## config.mk

```make
export PLATFORM = sky130hd
export DESIGN_NAME = vga_ctrl_flat
export DESIGN_NICKNAME = d
export VERILOG_FILES = /design/src/rtl/vga_ctrl_if.sv /design/src/rtl/vga_ctrl.sv /design/src/flat_wrapper.sv
export SDC_FILE = /design/constraint.sdc
export NUM_CORES = 1
export LEC_CHECK = 0
export CORE_MARGIN = 5
export CORE_UTILIZATION = 43
export DETAILED_ROUTE_END_ITERATION = 7
export PLACE_DENSITY = 0.74
export SLEW_MARGIN = 20
export SYNTH_ARGS = -nofsm -noshare
export SYNTH_HDL_FRONTEND = slang
export SYNTH_SLANG_ARGS = --single-unit
```

## constraint.sdc

```tcl
create_clock -name vga_clk -period 2.11 [get_ports vga_clk]
set_input_delay 0.422 -clock vga_clk [delete_from_list [all_inputs] [get_ports vga_clk]]
set_output_delay 0.422 -clock vga_clk [all_outputs]
set_load 0.005 [all_outputs]
```

## src/rtl/vga_ctrl_if.sv

```systemverilog
// vga_ctrl_if: pixel coordinate request and colour return path
// between the VGA timing generator and the pattern generator.
interface vga_ctrl_if;
    logic [9:0]  pix_x;
    logic [9:0]  pix_y;
    logic        pix_data_req;
    logic [11:0] pix_data;

    modport master (
        output pix_x,
        output pix_y,
        output pix_data_req,
        input  pix_data
    );

    modport slave (
        input  pix_x,
        input  pix_y,
        input  pix_data_req,
        output pix_data
    );
endinterface

```

## src/rtl/vga_ctrl.sv

```systemverilog
// vga_ctrl: VGA timing generator and blanking output stage.
// All outputs decode combinationally from the two position counters.
module vga_ctrl #(
    parameter int   H_SYNC      = 96,
    parameter int   H_BACK      = 48,
    parameter int   H_VALID     = 640,
    parameter int   H_FRONT     = 16,
    parameter int   V_SYNC      = 2,
    parameter int   V_BACK      = 33,
    parameter int   V_VALID     = 480,
    parameter int   V_FRONT     = 10,
    parameter logic SYNC_ACTIVE = 1'b0
) (
    input  logic        vga_clk,
    input  logic        sys_rst_n,
    vga_ctrl_if.master  pix,
    output logic        rgb_valid,
    output logic        hsync,
    output logic        vsync,
    output logic [11:0] rgb,
    output logic        frame_start
);

    localparam logic [9:0] H_TOTAL = 10'(H_SYNC + H_BACK + H_VALID + H_FRONT);
    localparam logic [9:0] V_TOTAL = 10'(V_SYNC + V_BACK + V_VALID + V_FRONT);
    localparam logic [9:0] H_LAST  = H_TOTAL - 10'd1;
    localparam logic [9:0] V_LAST  = V_TOTAL - 10'd1;
    localparam logic [9:0] H_SYN_E = 10'(H_SYNC);
    localparam logic [9:0] V_SYN_E = 10'(V_SYNC);
    localparam logic [9:0] H_START = 10'(H_SYNC + H_BACK);
    localparam logic [9:0] V_START = 10'(V_SYNC + V_BACK);
    localparam logic [9:0] H_END   = 10'(H_SYNC + H_BACK + H_VALID);
    localparam logic [9:0] V_END   = 10'(V_SYNC + V_BACK + V_VALID);
    // Request window runs one clock ahead of the visible window
    localparam logic [9:0] H_REQ_S = H_START - 10'd1;
    localparam logic [9:0] H_REQ_E = H_END - 10'd1;

    logic [9:0] cnt_h;
    logic [9:0] cnt_v;
    logic       h_vis;
    logic       h_req;
    logic       v_vis;

    always_ff @(posedge vga_clk or negedge sys_rst_n) begin
        if (!sys_rst_n) begin
            cnt_h <= 10'd0;
            cnt_v <= 10'd0;
        end else if (cnt_h == H_LAST) begin
            cnt_h <= 10'd0;
            if (cnt_v == V_LAST)
                cnt_v <= 10'd0;
            else
                cnt_v <= cnt_v + 10'd1;
        end else begin
            cnt_h <= cnt_h + 10'd1;
        end
    end

    always_comb begin
        h_vis = (cnt_h >= H_START) && (cnt_h < H_END);
        h_req = (cnt_h >= H_REQ_S) && (cnt_h < H_REQ_E);
        v_vis = (cnt_v >= V_START) && (cnt_v < V_END);
    end

    always_comb begin
        hsync            = (cnt_h < H_SYN_E) ? SYNC_ACTIVE : ~SYNC_ACTIVE;
        vsync            = (cnt_v < V_SYN_E) ? SYNC_ACTIVE : ~SYNC_ACTIVE;
        rgb_valid        = h_vis && v_vis;
        pix.pix_data_req = h_req && v_vis;
        frame_start      = (cnt_h == 10'd0) && (cnt_v == 10'd0);
    end

    always_comb begin
        pix.pix_x = 10'h3FF;
        pix.pix_y = 10'h3FF;
        if (pix.pix_data_req) begin
            pix.pix_x = cnt_h - H_REQ_S;
            pix.pix_y = cnt_v - V_START;
        end
    end

    // Blank unconditionally outside the visible window
    always_comb begin
        rgb = rgb_valid ? pix.pix_data : 12'h000;
    end

endmodule
```

## src/flat_wrapper.sv

```systemverilog
// flat-port wrapper written by rule: the top's interface ports become plain ports
module vga_ctrl_flat 
#(
    parameter int   H_SYNC      = 96,
    parameter int   H_BACK      = 48,
    parameter int   H_VALID     = 640,
    parameter int   H_FRONT     = 16,
    parameter int   V_SYNC      = 2,
    parameter int   V_BACK      = 33,
    parameter int   V_VALID     = 480,
    parameter int   V_FRONT     = 10,
    parameter logic SYNC_ACTIVE = 1'b0
)
  (vga_clk, sys_rst_n, rgb_valid, hsync, vsync, rgb, frame_start, pix_pix_x, pix_pix_y, pix_pix_data_req, pix_pix_data);
  vga_ctrl_if pix_i ();
  input  logic vga_clk;
  input  logic sys_rst_n;
  output logic rgb_valid;
  output logic hsync;
  output logic vsync;
  output logic [11:0] rgb;
  output logic frame_start;
  output wire logic [$bits(pix_i.pix_x)-1:0] pix_pix_x;
  output wire logic [$bits(pix_i.pix_y)-1:0] pix_pix_y;
  output wire logic [$bits(pix_i.pix_data_req)-1:0] pix_pix_data_req;
  input wire logic [$bits(pix_i.pix_data)-1:0] pix_pix_data;
  assign pix_pix_x = pix_i.pix_x;
  assign pix_pix_y = pix_i.pix_y;
  assign pix_pix_data_req = pix_i.pix_data_req;
  assign pix_i.pix_data = pix_pix_data;
  vga_ctrl #(.H_SYNC(H_SYNC), .H_BACK(H_BACK), .H_VALID(H_VALID), .H_FRONT(H_FRONT), .V_SYNC(V_SYNC), .V_BACK(V_BACK), .V_VALID(V_VALID), .V_FRONT(V_FRONT), .SYNC_ACTIVE(SYNC_ACTIVE)) u_core (.vga_clk(vga_clk), .sys_rst_n(sys_rst_n), .pix(pix_i), .rgb_valid(rgb_valid), .hsync(hsync), .vsync(vsync), .rgb(rgb), .frame_start(frame_start));
endmodule
```

==> flow_summary.ini <==
[status]
run_status = complete, but fails checks
violations = negative setup slack

[drt]
viasPerCell = 5.45
detailroute.via_count = 1952
routed_wirelength_mm = 6.14
drt.antenna.violating_nets = 0
drt_iter0_drc = 104
drt_pre_antenna_iters = 4
drc_errors = 0
routed_wire_length_per_instance_um = 17.2

[timing]
drv_slew = 0
max_slew_margin_pct = 72.5
final.period_utilization_pct = 116
timing.fmax_ghz = 0.408
grt_setup_unrepaired = yes
tightestPinTransition_ns = 0.413
layout_setup_ws_ns = -0.338
clock-skew-final_ns = 0.00958
setup_violators_final = 35
hold_violations = 0
layout_min_cycle_time_ns = 2.45
setup-tns-final_ns = -9.35
fin_worst_hold_slack_ns = 0.510

[job]
cap_violations = 0

[logic_synthesis]
netlist_area_um2 = 1670
seq_area_frac_synth_pct = 30.0
yosysWarnings = 0
syn_nets = 214
ys_ff_latch = 20
yosys.cell_types.count = 44
synth_ff_type = dfrtp_1
avgSynthCellArea_um2 = 8.52
synth_cells = 196
synth-edff-count = 0
synth-async-reset-ratio_pct = 100

[pwr]
ir_drop_mv = 0.199
power_frac_seq_pct = 47.8
share_clk_of_total_power_pct = 47.9
power_switching_share_pct = 17.8
power.density_cell_area_nw_per_um2 = 269
leakage_power_nw = 1.34
combinationalPowerShare_pct = 4.3
internal_power_w = 0.000658
switching_power_w = 0.000142

[floorplanning]
die_y_um = 72.3
dieArea_um2 = 5230
horiz_die_dim_um = 72.3
core_um2 = 3720
initial_core_util_pct = 44.9
placement_rows = 22
io_pins = 51

[setup_path]
crit_required_ns = 1.69
crit_path_end_kind = output pin
worstSetupPathType = reg2out
cp.arrival_ns = 2.03
worst-path-max-fanout = 4
crit_path_start_kind = flip-flop

[global_route]
grt_use_total_pct = 22.4
number_of_antenna_violations_at_the_first_check_in_global_routing = 0
first_pass_grt_wire_length_mm = 9.34
grt_max_degree = 21
first_global_vias = 1938
globalRouteOverflowTotal = 0

[finish]
areaGrowthSynthToFinish_pct = 77.8
layout-drive-gt1-share_pct = 52.9
design.final.nets = 329
antennaDiodeCount = 0

[cts]
cts.root.buffer_cell = clkbuf_8
cts-hold-fix-buffers = 0
cts_inserted_buffers = 3
clk_transition_reported_paths_ns = 0.08
worst_skew_pair.late_latency_ns = 0.26
clock_sink_count = 20
cts_max_level = 1
clockBufferDepth = 2
clock_tree_from_tritoncts = built

[placed_design]
finalWeightedCongestion = 0.847
portBuffers = 50
hpwl_reported_at_the_end_of_detailed_placement_mm = 3.66

[hold_path]
hold_path_class = in2async
[worst paths after layout]
path	startpoint	endpoint	slack [ns]	depth (start not counted)
max	u_core.cnt_v[1]$_DFFE_PN0N_	rgb[3]	-0.34	9
min	sys_rst_n	u_core.cnt_v[9]$_DFFE_PN0N_	0.51	2
max reg2reg	u_core.cnt_h[0]$_DFF_PN0_	u_core.cnt_v[4]$_DFFE_PN0N_	0.16	6
min reg2reg	u_core.cnt_h[2]$_DFF_PN0_	u_core.cnt_h[2]$_DFF_PN0_	0.54	1
max in group asynchronous	sys_rst_n	u_core.cnt_v[3]$_DFFE_PN0N_	1.36	2
min in group vga_clk	u_core.cnt_h[2]$_DFF_PN0_	u_core.cnt_h[2]$_DFF_PN0_	0.54	1
[cell families (layout without fill, tap and decap cells)]
kind of cell / Yosys count / in the layout / share of synthesized area [%]
AND/OR/NAND/NOR: 96 / 96 / 34.8
AO/OA/AOI/OAI: 32 / 32 / 14.2
buffers and inverters: 24 / 138 / 7.34
flip-flops: 20 / 20 / 30.0
XOR/XNOR: 18 / 18 / 9.44
adder cells (fa/ha/maj): 4 / 4 / 3.00
multiplexers: 2 / 2 / 1.27
[power by group through the flow]
stage	Combinational, W	Sequential [W]	Clock, W
after global routing	0.0000367	0.000383	0.000408
final	0.0000342	0.000383	0.000383
after global placement	0.0000326	0.000391	0
after floorplan	0.000000166	0.000391	0
after CTS	0.0000335	0.000383	0.000389
after detailed placement	0.0000328	0.000391	0
[registers in the layout, summed over array words and instances (netlist names)]
name and cells:
u_core.cnt_h 10, u_core.cnt_v 10
[per-layer routing]
metal	global-route usage [%]	up-vias	share of wire [%]
met4	6.47	0	2.0
met3	4.99	14	6.9
met5	0	-	0
li1	-	931	-
met1	28.9	927	40
met2	37.3	80	51
[what timing repair did]
item / in CTS / in global routing
gates resized for setup: 192 / 30
hold endpoints to repair: 0 / 0
buffers inserted: 19 / 6
pin swaps: 35 / 5
gates cloned: 1 / 0
setup endpoints to repair: 37 / 37
[worst max-delay path, stage by stage, from the launching register on]
cell and delay (ns):
dfrtp_1 0.41, ha_4 0.20, o41ai_4 0.29, a21o_1 0.22, buf_6 0.12, a21oi_4 0.05, buf_6 0.14, buf_6 0.11
and2_4 0.13, buf_6 0.11
[Yosys cell counts (3+ instances only)]
cell / count / area share, %
buf_2: 14 / 4.2
nand4_1: 8 / 3.0
dfrtp_1: 20 / 30
o31ai_1: 3 / 1.3
and2_1: 14 / 5.2
ha_1: 4 / 3.0
nor2_1: 9 / 2.0
xor2_1: 6 / 3.1
o21ai_0: 10 / 3.0
inv_1: 5 / 1.1
nand4b_1: 3 / 1.6
nand3b_1: 4 / 1.8
nand3_1: 19 / 5.7
nand2_1: 14 / 3.1
and3_1: 6 / 2.2
xnor2_1: 12 / 6.3
a21oi_1: 6 / 1.8
nor3_1: 5 / 1.5
[cell usage in the layout, fill, tap and decap left out, drive strengths merged, types with 4 or more instances in the layout]
master / instances
and2: 14
xor2: 6
nand4: 8
xnor2: 12
a21oi: 7
nor3: 6
nand2: 14
nor2: 9
ha: 4
and3: 6
nand3b: 4
nand3: 21
dfrtp: 20
clkdlybuf4s50: 13
inv: 5
o21ai: 10
buf: 114
[through the flow]
step                total power (W)  instance area, um2  std cells  utilization, %  setup slack (ns)
floorplan                  0.000391                1670        196               -            0.0101
global placement           0.000423                2550        331            68.6            -0.384
detailed placement         0.000423                2550        331            68.6            -0.421
CTS                        0.000805                2800        353            75.4            -0.329
global route               0.000828                2970        358            79.9            -0.407
finish                     0.000800                2970        358            79.9            -0.338
[layout make-up]
type	instances	area, um2
Fill cell	240	746
Sequential cell	20	505
Timing Repair Buffer	129	1090
Multi-Input combinational cell	152	1220
Tap cell	48	60.1
Clock buffer	3	41.3
Inverter	5	18.8
Clock inverter	1	30.0
Note: power is estimated with default switching activity, not from simulation.
